===== config.mk =====
export PLATFORM = sky130hd
export DESIGN_NAME = main_memory_flat
export DESIGN_NICKNAME = d
export VERILOG_FILES = /design/src/rtl/mem_pkg.sv /design/src/rtl/main_memory_if.sv /design/src/rtl/main_memory_mem_array.sv /design/src/rtl/main_memory.sv /design/src/flat_wrapper.sv
export SDC_FILE = /design/constraint.sdc
export NUM_CORES = 2
export LEC_CHECK = 0
export ABC_CLOCK_PERIOD_IN_PS = 7670
export BUFFER_PORTS_ARGS = -buffer_cell sky130_fd_sc_hd__buf_2
export CORE_ASPECT_RATIO = 1.25
export CORE_MARGIN = 2
export CORE_UTILIZATION = 25
export CTS_CLUSTER_SIZE = 20
export DETAILED_ROUTE_END_ITERATION = 6
export PLACE_DENSITY = 0.45
export SYNTH_ARGS = -nofsm -noshare
export SYNTH_HDL_FRONTEND = slang
export SYNTH_SLANG_ARGS = --single-unit

===== constraint.sdc =====
create_clock -name clk -period 7.67 [get_ports clk]
set_input_delay 1.1505 -clock clk [delete_from_list [all_inputs] [get_ports clk]]
set_output_delay 1.1505 -clock clk [all_outputs]
set_load 0.03 [all_outputs]

===== src/rtl/mem_pkg.sv =====
// Shared definitions for the processor main memory: default widths,
// derived depth and the word/address types.
package mem_pkg;

   localparam int ADDR_WIDTH = 8;
   localparam int DATA_WIDTH = 8;
   localparam int MEM_DEPTH  = 1 << ADDR_WIDTH;

   typedef logic [DATA_WIDTH-1:0] word_t;
   typedef logic [ADDR_WIDTH-1:0] addr_t;

endpackage


===== src/rtl/main_memory_if.sv =====
// Memory bus between the datapath/control unit (master) and the memory (slave).
interface main_memory_if #(
   parameter int ADDR_WIDTH = mem_pkg::ADDR_WIDTH,
   parameter int DATA_WIDTH = mem_pkg::DATA_WIDTH
);

   logic [ADDR_WIDTH-1:0] address;
   logic [DATA_WIDTH-1:0] dataIn;
   logic                  memWrite;
   logic                  memRead;
   logic [DATA_WIDTH-1:0] dataOut;

   modport master (
      output address,
      output dataIn,
      output memWrite,
      output memRead,
      input  dataOut
   );

   modport slave (
      input  address,
      input  dataIn,
      input  memWrite,
      input  memRead,
      output dataOut
   );

endinterface


===== src/rtl/main_memory_mem_array.sv =====
// Register-based storage array: synchronous whole-array clear, synchronous
// single-word write and an asynchronous (combinational) read.
// Built from flops rather than block RAM because the clear touches every word
// in one edge.
module mem_array #(
   parameter int ADDR_WIDTH = mem_pkg::ADDR_WIDTH,
   parameter int DATA_WIDTH = mem_pkg::DATA_WIDTH
) (
   input  logic                  clk,
   input  logic                  reset,
   input  logic [ADDR_WIDTH-1:0] address,
   input  logic [DATA_WIDTH-1:0] dataIn,
   input  logic                  memWrite,
   output logic [DATA_WIDTH-1:0] rd_data
);

   import mem_pkg::*;

   localparam int DEPTH = 1 << ADDR_WIDTH;

   logic [DATA_WIDTH-1:0] mem_q [DEPTH];
   logic [DATA_WIDTH-1:0] mem_d [DEPTH];

   // Next-state of the array: hold everything, overwrite the addressed word on a write.
   always_comb begin
      mem_d = mem_q;
      if (memWrite) begin
         mem_d[address] = dataIn;
      end
   end

   // Register the array; reset clears every word and wins over any write.
   always_ff @(posedge clk) begin
      if (reset) begin
         mem_q <= '{default: '0};
      end else begin
         mem_q <= mem_d;
      end
   end

   // Read port is purely combinational; the address range exactly matches the depth.
   always_comb begin
      rd_data = mem_q[address];
   end

endmodule


===== src/rtl/main_memory.sv =====
// Unified instruction/data main memory for the 8-bit processor.
// Wraps the storage array and gates the read data with memRead so the
// output bus is zero whenever no read is requested.
module main_memory #(
   parameter int ADDR_WIDTH = mem_pkg::ADDR_WIDTH,
   parameter int DATA_WIDTH = mem_pkg::DATA_WIDTH
) (
   input  logic          clk,
   input  logic          reset,
   main_memory_if.slave  bus
);

   import mem_pkg::*;

   logic [DATA_WIDTH-1:0] rd_data;

   mem_array #(
      .ADDR_WIDTH (ADDR_WIDTH),
      .DATA_WIDTH (DATA_WIDTH)
   ) u_mem_array (
      .clk      (clk),
      .reset    (reset),
      .address  (bus.address),
      .dataIn   (bus.dataIn),
      .memWrite (bus.memWrite),
      .rd_data  (rd_data)
   );

   // Output gating: the stored word appears only while memRead is high.
   always_comb begin
      bus.dataOut = bus.memRead ? rd_data : '0;
   end

endmodule


===== src/flat_wrapper.sv =====
// flat-port wrapper written by rule: the top's interface ports become plain ports
module main_memory_flat import mem_pkg::*;
#(
   parameter int ADDR_WIDTH = mem_pkg::ADDR_WIDTH,
   parameter int DATA_WIDTH = mem_pkg::DATA_WIDTH
)
  (clk, reset, bus_address, bus_dataIn, bus_memWrite, bus_memRead, bus_dataOut);
  main_memory_if #(.ADDR_WIDTH(ADDR_WIDTH), .DATA_WIDTH(DATA_WIDTH)) bus_i ();
  input  logic clk;
  input  logic reset;
  input wire logic [$bits(bus_i.address)-1:0] bus_address;
  input wire logic [$bits(bus_i.dataIn)-1:0] bus_dataIn;
  input wire logic [$bits(bus_i.memWrite)-1:0] bus_memWrite;
  input wire logic [$bits(bus_i.memRead)-1:0] bus_memRead;
  output wire logic [$bits(bus_i.dataOut)-1:0] bus_dataOut;
  assign bus_i.address = bus_address;
  assign bus_i.dataIn = bus_dataIn;
  assign bus_i.memWrite = bus_memWrite;
  assign bus_i.memRead = bus_memRead;
  assign bus_dataOut = bus_i.dataOut;
  main_memory #(.ADDR_WIDTH(ADDR_WIDTH), .DATA_WIDTH(DATA_WIDTH)) u_core (.clk(clk), .reset(reset), .bus(bus_i));
endmodule

==> qor.yml <==
outcome: "finished, final reports clean"
fin_crit_ns: 7.01
powerDensity_mw_per_mm2: 227
cp_top_family: "compound AO/OA/AOI/OAI gates"
htreeDepth: 4
skew_ns: 0
grt_overflow: 0
clock-sinks: 2048
relSlewSlack: 0.123
top_regs: "u_core.u_mem_array.mem_q x2048"
layout_setup_ws_ns: 0.659
final.setup.tns_ns: 0
drtIter0Drc: 6552
ctsResizeCount: 0
fin_area_sq_mm: 0.101
start_util: 0.252
synth_cell_type_count: 60
die_w_um: 537
die_area_sq_mm: 0.360
root_buffer: "clkbuf_16"
power_frac_seq: 0.467
clock_path_buffers: 4
cp_data_arrival_time_ns: 5.86
grt_pass1_wl_mm: 530
avgSynthCellArea_sq_um: 8.22
hold_path_class: "reg -> reg"
numCtsBuffers: 217
largest_reg_flops: 2048
start_kind: "input port"
post_dp_cell_area_sq_mm: 0.0935
synth_seq_cells: 2048
clock_power_share: 0.477
row_count: 244
pre_cts_ws_ns: 0.652
comb_power_share: 0.056
fmax_ghz: 0.143
endpoint_kind: "primary output"
ios: 28
clk_latency_ns: 0.94
period_share: 0.914
hold_viol_final: 0
vias_per_cell: 4.98
fin_nets: 10500
fill_cells: 37900
finalPower_uw: 22800
regMostFlops: "u_core.u_mem_array.mem_q"
routedWlPerCell_um: 23.9
ant_nets: 0
drv_cap: 0
synth_most_common_cell: "nand2_1"
tightestPinTransition_ns: 1.31
cp_max_fo: 32
leakage_uw: 0.0304
coreArea_sq_mm: 0.354
vias: 76400
slowest_delay_ns: 1.00
crit_chain: "buf_8, buf_4, mux4_2, mux4_2, a31oi_1, o21ai_1, a211oi_1, nor4b_2, buf_4, buf_2"
drive_gt1_frac: 0.109
fin_worst_hold_slack_ns: 0.450
synth_async_sr_flop_share: 0
swShare: 0.250
cp.required_ns: 6.52
syn_nets: 10800
clkTransAtPathRegs_ns: 0.06
synth_area_leaders: "dfxtp_1 46%, nand2_1 19%, a21oi_1 12%"
ys_seq_area_frac: 0.461
cts_tree: "yes"
post_cts_buffers: 0
synth_ff_type: "dfxtp_1"
yosysTopAreaCell: "dfxtp_1"
multiInputGateArea_sq_mm: 0.0448
synth.top_cell.area_share: 0.461
synth_cells: 10800
hpwl_mm: 235
grt_pass1_vias: 72600
grt_use_total: 0.196
path_buf_inv: 4
regArea_sq_mm: 0.0410
route.detailed.drc: 0
slew_violations: 0
io_buffer_count: 27
crit_slowest_cell: "a211oi_1"
place_congestion: 0.867
max-vdd-ir-drop_mv: 0.172
synth_edf_count: 0
first_pass_iters: 6
synth_common_cells: "4388 x nand2_1, 2102 x a21oi_1, 2048 x dfxtp_1"
p_sw_uw: 5710
yosysWarnings: 0
grt_setup_unrepaired: "no"
antenna_found_initial: 16
finalWirelength_mm: 367
die_h_um: 671
cts_hold_buffers: 0
syn_to_final_growth_pct: 13.2
finalSetupViolCount: 0
grt_max_degree: 198
syn_area_sq_mm: 0.0889
worstSetupPathType: "in -> out"
p_int_uw: 17100
-- stage by stage --
stage                      util  cells
final                     0.285  15300
after global routing      0.285  15300
after CTS                 0.285  15300
after detailed placement  0.265  14900
after global placement    0.265  14900
after floorplan               -  10800
-- path summary, 6_finish.rpt --
check                                      start                        endpoint  slack [ns]  depth (start not counted)
setup / recovery                  bus_address[0]                  bus_dataOut[1]        0.66                         10
hold / removal    u_core.u_mem_array.mem_q[1543]  u_core.u_mem_array.mem_q[1543]        0.45                          2
hold reg to reg   u_core.u_mem_array.mem_q[1543]  u_core.u_mem_array.mem_q[1543]        0.45                          2
setup reg to reg  u_core.u_mem_array.mem_q[1161]  u_core.u_mem_array.mem_q[1161]        6.90                          2
-- final cells by class --
class | instances | area share
Tap cell | 4674 | 0.0581
Timing Repair Buffer | 194 | 0.0187
Clock buffer | 329 | 0.0644
Multi-Input combinational cell | 8018 | 0.445
Antenna cell | 7 | 0.000174
Sequential cell | 2048 | 0.407
Clock inverter | 49 | 0.00628
Inverter | 5 | 0.000211
-- per-layer routing --
layer	routed length (um)	track usage	up-vias
met5	52	0	-
met1	148000	0.239	37600
met4	19000	0.0930	6
met3	18200	0.0242	657
li1	-	-	36000
met2	181000	0.340	2140
-- kinds of logic (layout without fill, tap and decap cells) --
logic type	after synthesis	count (layout)	share of synthesized area
buf+inv	752	577	0.0388
flops	2048	2048	0.461
mux	682	682	0.136
compound gates	2407	2407	0.143
other cells	0	7	0
simple gates	4929	4929	0.221
-- cells in the final DEF, fill, tap and decap left out, types with 30 or more instances in the layout --
| cell | instances |
|---|---|
| mux4_2 | 419 |
| buf_4 | 141 |
| dfxtp_1 | 2048 |
| o21ai_0 | 66 |
| mux2i_1 | 245 |
| nor2_1 | 169 |
| clkbuf_8 | 57 |
| nand2_1 | 4373 |
| clkbuf_16 | 220 |
| o22ai_1 | 33 |
| nand3_1 | 113 |
| clkbuf_1 | 52 |
| nor2_2 | 57 |
| a21oi_1 | 2102 |
| nor2_4 | 97 |
| buf_12 | 30 |
| a22oi_1 | 85 |
-- worst min-delay path: stages, from the launching register on --
cell     delay, ns
dfxtp_1       0.31
nand2_1       0.05
a21oi_1       0.05
-- power groups by stage --
| stage | clock [uW] | sequential [uW] | combinational [uW] |
|---|---|---|---|
| floorplan | 0 | 10900 | 767 |
| global placement | 0 | 10900 | 1290 |
| detailed placement | 0 | 10900 | 1290 |
| CTS | 11100 | 10700 | 1290 |
| global route | 11500 | 10600 | 1330 |
| finish | 10900 | 10700 | 1290 |
(Power assumes the default switching activity.)
